===== config.mk =====
export PLATFORM = sky130hd
export DESIGN_NAME = sram_sync_param_flat
export DESIGN_NICKNAME = d
export VERILOG_FILES = /design/src/rtl/sram_sync_if.sv /design/src/rtl/sram_sync_param.sv /design/src/flat_wrapper.sv
export SDC_FILE = /design/constraint.sdc
export NUM_CORES = 1
export LEC_CHECK = 0
export ABC_CLOCK_PERIOD_IN_PS = 2400
export CORE_UTILIZATION = 62
export CTS_BUF_LIST = sky130_fd_sc_hd__clkbuf_2 sky130_fd_sc_hd__clkbuf_4 sky130_fd_sc_hd__clkbuf_8
export DETAILED_ROUTE_END_ITERATION = 10
export HOLD_SLACK_MARGIN = 0.05
export PLACE_DENSITY_LB_ADDON = 0.1
export SETUP_SLACK_MARGIN = 0.5
export SYNTH_ARGS = -nofsm -noshare
export SYNTH_HDL_FRONTEND = slang
export SYNTH_SLANG_ARGS = --single-unit
export TNS_END_PERCENT = 20

===== constraint.sdc =====
create_clock -name clk -period 2.4 [get_ports clk]
set_input_delay 0.36 -clock clk [delete_from_list [all_inputs] [get_ports clk]]
set_output_delay 0.36 -clock clk [all_outputs]
set_load 0.01 [all_outputs]

===== src/rtl/sram_sync_if.sv =====
// Request/response bundle for sram_sync_param.
//   master : drives req_valid/write_en/address/data_in/byte_en (and par_inject)
//   slave  : drives req_ready/data_out/rd_valid/init_busy (and parity_err)
// Optional macro SRAM_SYNC_PARITY_EN adds par_inject and parity_err.
interface sram_sync_if #(
    parameter int DATA_W = 8,
    parameter int ADDR_W = 4
);
    logic                  req_valid;
    logic                  req_ready;
    logic                  write_en;
    logic [ADDR_W-1:0]     address;
    logic [DATA_W-1:0]     data_in;
    logic [DATA_W/8-1:0]   byte_en;
    logic [DATA_W-1:0]     data_out;
    logic                  rd_valid;
    logic                  init_busy;
`ifdef SRAM_SYNC_PARITY_EN
    logic                  par_inject;
    logic                  parity_err;
`endif

    modport master (
`ifdef SRAM_SYNC_PARITY_EN
        output par_inject,
        input  parity_err,
`endif
        output req_valid, write_en, address, data_in, byte_en,
        input  req_ready, data_out, rd_valid, init_busy
    );

    modport slave (
`ifdef SRAM_SYNC_PARITY_EN
        input  par_inject,
        output parity_err,
`endif
        input  req_valid, write_en, address, data_in, byte_en,
        output req_ready, data_out, rd_valid, init_busy
    );
endinterface


===== src/rtl/sram_sync_param.sv =====
// Synchronous single-port SRAM with byte enables, power-on clear and
// selectable read latency.
//   clk    : single clock, rising edge
//   rst_n  : asynchronous active-low reset
//   bus    : sram_sync_if.slave (request in, read data / status out)
// Parameters: DATA_W (multiple of 8), ADDR_W (DEPTH = 2**ADDR_W),
//             OUT_REG (0 = data one edge after accept, 1 = two edges).
// Optional macro SRAM_SYNC_PARITY_EN: one even-parity bit per stored byte,
// par_inject forces bad parity on write, parity_err flags it on read.

// One byte lane of storage: memory array plus a resettable read register.
module sram_sync_lane #(
    parameter int ADDR_W = 4,
    parameter int LANE_W = 8
) (
    input  logic              clk,
    input  logic              rst_n,
    input  logic              we,
    input  logic [ADDR_W-1:0] waddr,
    input  logic [LANE_W-1:0] wdata,
    input  logic              rd_en,
    input  logic [ADDR_W-1:0] raddr,
    output logic [LANE_W-1:0] rdata
);
    localparam int DEPTH = 1 << ADDR_W;

    logic [LANE_W-1:0] mem [DEPTH];

    // Storage has no reset; the INIT sweep clears it instead.
    always_ff @(posedge clk) begin
        if (we) mem[waddr] <= wdata;
    end

    // Holds the last read word so data_out is stable between reads.
    always_ff @(posedge clk or negedge rst_n) begin
        if (!rst_n)     rdata <= '0;
        else if (rd_en) rdata <= mem[raddr];
    end
endmodule

module sram_sync_param #(
    parameter int DATA_W  = 8,
    parameter int ADDR_W  = 4,
    parameter int OUT_REG = 0
) (
    input  logic       clk,
    input  logic       rst_n,
    sram_sync_if.slave bus
);
    localparam int NUM_LANES = DATA_W / 8;
    localparam int DEPTH     = 1 << ADDR_W;
    localparam int STAGES    = (OUT_REG != 0) ? 2 : 1;
`ifdef SRAM_SYNC_PARITY_EN
    localparam int LANE_W = 9;
`else
    localparam int LANE_W = 8;
`endif

    typedef enum logic {ST_INIT, ST_IDLE} state_t;

    state_t            state_q, state_d;
    logic [ADDR_W-1:0] init_addr_q, init_addr_d;
    logic              in_init, ready;

    always_ff @(posedge clk or negedge rst_n) begin
        if (!rst_n) begin
            state_q     <= ST_INIT;
            init_addr_q <= '0;
        end else begin
            state_q     <= state_d;
            init_addr_q <= init_addr_d;
        end
    end

    always_comb begin
        state_d     = state_q;
        init_addr_d = init_addr_q;
        in_init     = 1'b0;
        ready       = 1'b0;
        case (state_q)
            ST_INIT: begin
                in_init     = 1'b1;
                init_addr_d = init_addr_q + 1'b1;
                if (init_addr_q == ADDR_W'(DEPTH - 1)) state_d = ST_IDLE;
            end
            ST_IDLE: ready = 1'b1;
            default: state_d = ST_INIT;
        endcase
    end

    assign bus.init_busy = in_init;
    assign bus.req_ready = ready;

    logic accept, rd_acc, wr_acc;
    assign accept = bus.req_valid & ready;
    assign rd_acc = accept & ~bus.write_en;
    assign wr_acc = accept &  bus.write_en;

    logic [ADDR_W-1:0]                  lane_waddr;
    logic [NUM_LANES-1:0]               lane_we;
    logic [NUM_LANES-1:0][LANE_W-1:0]   lane_wdata;
    logic [NUM_LANES-1:0][LANE_W-1:0]   lane_rdata;
    logic [NUM_LANES-1:0]               lane_perr;
    logic [DATA_W-1:0]                  rd_word;

    assign lane_waddr = in_init ? init_addr_q : bus.address;

    for (genvar i = 0; i < NUM_LANES; i++) begin : g_lane
        logic [7:0] wbyte;
        assign wbyte      = bus.data_in[8*i +: 8];
        assign lane_we[i] = in_init | (wr_acc & bus.byte_en[i]);
`ifdef SRAM_SYNC_PARITY_EN
        // Even parity bit; par_inject stores the complement to fake a fault.
        assign lane_wdata[i] = in_init ? '0 : {(^wbyte) ^ bus.par_inject, wbyte};
        assign lane_perr[i]  = lane_rdata[i][8] ^ (^lane_rdata[i][7:0]);
`else
        assign lane_wdata[i] = in_init ? '0 : wbyte;
        assign lane_perr[i]  = 1'b0;
`endif
        assign rd_word[8*i +: 8] = lane_rdata[i][7:0];

        sram_sync_lane #(.ADDR_W(ADDR_W), .LANE_W(LANE_W)) u_lane (
            .clk   (clk),
            .rst_n (rst_n),
            .we    (lane_we[i]),
            .waddr (lane_waddr),
            .wdata (lane_wdata[i]),
            .rd_en (rd_acc),
            .raddr (bus.address),
            .rdata (lane_rdata[i])
        );
    end

    // Read valid shift register; stage 1 coincides with the lane read register.
    logic [STAGES:1] vld_pipe;

    always_ff @(posedge clk or negedge rst_n) begin
        if (!rst_n) begin
            vld_pipe <= '0;
        end else begin
            vld_pipe[1] <= rd_acc;
            for (int s = 2; s <= STAGES; s++) vld_pipe[s] <= vld_pipe[s-1];
        end
    end

    assign bus.rd_valid = vld_pipe[STAGES];

    logic perr_word;
    assign perr_word = |lane_perr;

    if (OUT_REG != 0) begin : g_oreg
        logic [DATA_W-1:0] dout_q;
        logic              perr_q;
        always_ff @(posedge clk or negedge rst_n) begin
            if (!rst_n) begin
                dout_q <= '0;
                perr_q <= 1'b0;
            end else if (vld_pipe[1]) begin
                dout_q <= rd_word;
                perr_q <= perr_word;
            end
        end
        assign bus.data_out = dout_q;
`ifdef SRAM_SYNC_PARITY_EN
        assign bus.parity_err = vld_pipe[STAGES] & perr_q;
`endif
    end else begin : g_noreg
        assign bus.data_out = rd_word;
`ifdef SRAM_SYNC_PARITY_EN
        assign bus.parity_err = vld_pipe[STAGES] & perr_word;
`endif
    end
endmodule


===== src/flat_wrapper.sv =====
// flat-port wrapper written by rule: the top's interface ports become plain ports
module sram_sync_param_flat 
#(
    parameter int DATA_W  = 8,
    parameter int ADDR_W  = 4,
    parameter int OUT_REG = 0
)
  (clk, rst_n, bus_req_valid, bus_write_en, bus_address, bus_data_in, bus_byte_en, bus_req_ready, bus_data_out, bus_rd_valid, bus_init_busy);
  sram_sync_if #(.DATA_W(DATA_W), .ADDR_W(ADDR_W)) bus_i ();
  input  logic clk;
  input  logic rst_n;
  input wire logic [$bits(bus_i.req_valid)-1:0] bus_req_valid;
  input wire logic [$bits(bus_i.write_en)-1:0] bus_write_en;
  input wire logic [$bits(bus_i.address)-1:0] bus_address;
  input wire logic [$bits(bus_i.data_in)-1:0] bus_data_in;
  input wire logic [$bits(bus_i.byte_en)-1:0] bus_byte_en;
  output wire logic [$bits(bus_i.req_ready)-1:0] bus_req_ready;
  output wire logic [$bits(bus_i.data_out)-1:0] bus_data_out;
  output wire logic [$bits(bus_i.rd_valid)-1:0] bus_rd_valid;
  output wire logic [$bits(bus_i.init_busy)-1:0] bus_init_busy;
  assign bus_i.req_valid = bus_req_valid;
  assign bus_i.write_en = bus_write_en;
  assign bus_i.address = bus_address;
  assign bus_i.data_in = bus_data_in;
  assign bus_i.byte_en = bus_byte_en;
  assign bus_req_ready = bus_i.req_ready;
  assign bus_data_out = bus_i.data_out;
  assign bus_rd_valid = bus_i.rd_valid;
  assign bus_init_busy = bus_i.init_busy;
  sram_sync_param #(.DATA_W(DATA_W), .ADDR_W(ADDR_W), .OUT_REG(OUT_REG)) u_core (.clk(clk), .rst_n(rst_n), .bus(bus_i));
endmodule

# [After elaboration in Yosys (flattened, before gate mapping)]
# Memories as Yosys holds them, arrays and structs flattened. A register that Yosys moved wholly into a read port is not among the register bits.
# Cells that the tools add are included.
[op_classes] mux=8 add_sub_neg=1 reduce_logical=1 eq_ne=1 n_bitwise=6
[ops] cell="2-to-1 mux 8 bit" count=1
[ops] cell="2-to-1 mux 1 bit" count=6
[ops] cell="adder 4 x 1 -> 4 bit (second input constant)" count=1
[ops] cell="AND 1 bit" count=4
[ops] cell="equality test 4 bit (second input constant)" count=1
[ops] cell="2-to-1 mux 4 bit" count=1
[ops] cell="logical NOT 1 bit" count=1
[ops] cell="inverter 1 bit" count=1
[ops] cell="OR 1 bit" count=1
[totals] output_inout_bits=11 register_bits=6 memories=1 ram_bits=128 inputBits=17 elab_cells=21
[mem_list] memory="u_core.g_lane[0].u_lane.mem" depth=16 word_bits=8 read_ports=1 rd_ports_with_merged_regs=1 wr=1 line="sram_sync_param.sv:27" text="logic [LANE_W-1:0] mem [DEPTH];"

# [Longest topological paths before layout]
[logic_depth] ltp_word=7 mapped_depth=7 mapped_depth_nobuf=4

# [Cells and area by module]
# A second synthesis with hierarchy kept.
[hier_totals] hier_cells=273 hier_area_um2=5746.8
[by_module_without_submodules] module="sram_sync_lane" cells_each=240 instances=1 seq_area_each_um2=4043.9 area_per_inst_um2=5331.4
[by_module_without_submodules] module="sram_sync_param" cells_each=33 instances=1 seq_area_each_um2=150.1 area_per_inst_um2=415.4

# [Least setup slack after synthesis]
# Ideal clock, no wire load.
[synth_path] path_kind="input to register" startpoint="input bus_address[2]" endpoint="memory u_core.g_lane[0].u_lane.mem[6][0], enable pin" required_time_ns=2.030 t_arrival_ns=1.570 stages=6 n_path_buf=2 setup_time_ns=0.370 setup_slack_ns=0.460 cell_sequence="buf_2 clkbuf_1 nand4_1 o21bai_1 nand2_1 nor2_1"
[synth_between] elab_chain_cells=1
[synth_rtl] item="start: declaration" line="flat_wrapper.sv:14" text="input wire logic [$bits(bus_i.address)-1:0] bus_address;"
[synth_rtl] item="2-to-1 mux 4 bit" line="sram_sync_param.sv:106" text="assign lane_waddr = in_init ? init_addr_q : bus.address;"
[synth_rtl] item="end: declaration" line="sram_sync_param.sv:27"
# Every way passes these cells.

# [Final worst setup path]
[layout_path] startpoint="input bus_address[0]" endpoint="memory u_core.g_lane[0].u_lane.mem[5][2], enable pin"
# The elaborated chain is that of the path after synthesis.

==> metrics.md <==
| Metric | Value |
|---|---|
| Status | finished clean |
| Final RePlAce weighted congestion | 0.836 |
| WL final | about 12,000 um |
| Total power | between 4 and 5 mW |
| Via count | roughly 3.2k |
| First drt pass iteration count | 7 |
| Leak pwr | between 2 and 2.5 nW |
| Layout cells sized above 1 | about 19% |
| Sink Count | between 100 and 150 |
| Place WS | ~110 ps |
| Crit path kind | primary input to flop |
| Longest Clk Path Bufs | 2 |
| Gr usage total | a little over a quarter |
| Register area share after synthesis | around three quarters |
| Worst Path Max Fanout | 5 |
| CP max stage cell | clkdlybuf4s50_1 |
| I/O Pins | 28 |
| Fin Setup TNS | 0 ps |
| Worst Hold Class | primary input to asynchronous set/reset pin |
| Layout fillers | about 530 |
| Commonest non-fill, non-tap cell in the layout | edfxtp_1 |
| Worst setup SP type | primary input |
| Cell area after synthesis | about 5700 um2 |
| R2R depth | 5 |
| CTS Root Cell | clkbuf_8 |
| Pwr/cell area | about 740 nW/um2 |
| Synth top area cells | edfxtp_1 (67%), mux2i_1 (7.3%), dfrtp_1 (6.1%) |
| Fin worst setup slack | around 520 ps |
| Syn Inst Count | approximately 340 |
| Endpoints failing hold | 0 |
| Worst path depth | 5 |
| # nets final | around 420 |
| Initial antenna violation count | 0 |
| Post-synth top area share | approximately two thirds |
| Clock transition at path regs | 80 ps |
| Seq cells post-synth | 142 |
| Post-route cell area | between 6000 and 7000 um2 |
| FF-to-FF setup slack | between 600 and 700 ps |
| Distinct cells, synth | 41 |
| Max-cap check violation count | 0 |
| Clk_skew | ~9.1 ps |
| Final setup fails | 0 |
| Remaining antenna violation count | 0 |
| Post-DP HPWL | 7820 um |
| Setup crit end kind | flop |
| Vias in the first global route | between 3k and 4k |
| Die Ht | slightly below 100 um |
| CP delay by family, top | buffers and inverters |
| Worst-Margin Slew | 780 ps |
| Die X | roughly 98 um |
| Core Region | 8850 um2 |
| DRC errors left | 0 |
| Vias per inst | between 6 and 7 |
| Clock Latency Late Sink | 430 ps |
| Slowest Stage Delay on Critical Path | ~610 ps |
| VDD IR-drop max | about 0.48 mV |
| Most used DFF post-synth | edfxtp_1 |
| Largest area contributor in the netlist | edfxtp_1 |
| Largest net degree at the start of global routing | 27 |
| ANT cells | 0 |
| Post-synth EDFFs | 128 |
| Most frequent cells in the layout | edfxtp_1 (128), mux2i_1 (42), buf_4 (32) |
| Worst path cell trace | clkdlybuf4s50_1, inv_1, o32a_1, nor2_1, buf_4 |
| WP buf/inv | 3 |
| Area post-placement | roughly 6300 um2 |
| Post-synth ARST share | ~9.9% |
| Max Clk Rate | approximately 530 MHz |
| WL/cell | approximately 22 um |
| Average size of a mapped cell | between 15 and 20 um2 |
| IO buf count | 27 |
| H-tree levels | 4 |
| Setup repair after global routing missed its margin | true |
| WP data required | about 2500 ps |
| CTS tree | done |
| Slew Limit Fails | 0 |
| Grt ovf | 0 |
| Yosys warns | 0 |
| Global-route wire length before repair | roughly 18,000 um |
| Starting density of the core | 64.9% |
| Area grow syn2layout | 16.5% |
| Max-slew headroom | ~48% |
| Final min period | around 1900 ps |
| Worst EP arrival | 2020 ps |
| Row Count | 34 |
| DIE AREA | just under 10,000 um2 |
| Mapped Nets | approximately 350 |
| 1st-iter DRT viols | about 320 |
| TritonCTS Buffers | 17 |
| Period utilization | ~80% |
| Hold Buf Count CTS | 0 |
final timing paths:
check,from,end
worst max-delay path,bus_address[0],u_core.g_lane[0].u_lane.mem[5][2]$_DFFE_PP_
worst min-delay path,rst_n,u_core.g_lane[0].u_lane.rdata[1]$_DFFE_PN0P_
worst max register to register,u_core.state_q$_DFF_PN0_,u_core.g_lane[0].u_lane.mem[5][2]$_DFFE_PP_
worst min register to register,u_core.init_addr_q[2]$_DFFE_PN0N_,u_core.init_addr_q[2]$_DFFE_PN0N_
max in group asynchronous,rst_n,u_core.state_q$_DFF_PN0_
min in group clk,u_core.init_addr_q[2]$_DFFE_PN0N_,u_core.init_addr_q[2]$_DFFE_PN0N_
cell usage after synthesis (all sizes together) (3+ instances only):
| master | count |
|---|---|
| edfxtp | 128 |
| mux2i | 42 |
| nor2 | 22 |
| nand2 | 19 |
| a22oi | 14 |
| dfrtp | 14 |
| buf | 13 |
| nand3 | 12 |
| mux4 | 11 |
| and2 | 9 |
| a21oi | 8 |
| mux2 | 5 |
| nor2b | 5 |
| o211ai | 5 |
| clkbuf | 3 |
| inv | 3 |
| xnor2 | 3 |
registers in the layout, summed over array words and instances (netlist names):
signal	count
u_core.g_lane.u_lane.rdata	8
u_core.init_addr_q	4
u_core.state_q	1
u_core.bus.rd_valid	1
u_core.g_lane.u_lane.mem	128
stage by stage:
stage	hold WS [ps]	instances	util, %
6_report	384	519	75.6
5_1_grt	426	519	75.6
4_1_cts	385	519	75.5
3_5_place_dp	490	486	70.9
3_3_place_gp	483	486	70.9
2_1_floorplan	64.4	336	-
where the power goes:
group	switching, mW	internal, mW
sequential	0.0170	2.72
clock	0.918	0.940
combinational	0.174	0.150
total	1.11	3.81
worst register-to-register path, delay by kind of cell, from the launching register on:
kind,cells,cell delay [ps]
and+or+nand+nor,2,410
DFF,1,410
buffers and inverters,2,410
muxes,1,270
routing by layer:
layer  global-route usage, %  vias to the layer above  share of wire, %
met4                    11.7                        0               2.7
met1                    38.4                     1584                41
met3                    7.80                       35                10
li1                        -                     1452                 -
met5                       0                        -                 0
met2                    38.4                      178                46
cells by family after synthesis:
| kind of cell | count (synthesis) | synth area share [%] |
|---|---|---|
| compound gates | 39 | 4.92 |
| xor+xnor | 3 | 0.458 |
| fa+ha+maj | 1 | 0.218 |
| buf+inv | 19 | 2.20 |
| flops | 142 | 73.0 |
| mux | 58 | 13.0 |
| simple gates | 74 | 6.15 |
layout make-up:
class	count	area [um2]	area share [%]
Clock inverter	14	163	2.43
Timing Repair Buffer	60	524	7.84
Clock buffer	17	234	3.50
Multi-Input combinational cell	175	1420	21.3
Inverter	3	11.3	0.168
Tap cell	108	135	2.02
Sequential cell	142	4200	62.7
repair_timing:
action                                  CTS  global route
gates resized for setup                   3             1
endpoints found under the setup margin   14            19
pin swaps                                 0             0
buffers inserted                          2             0
No activity file was read; power rests on OpenSTA's default activity.
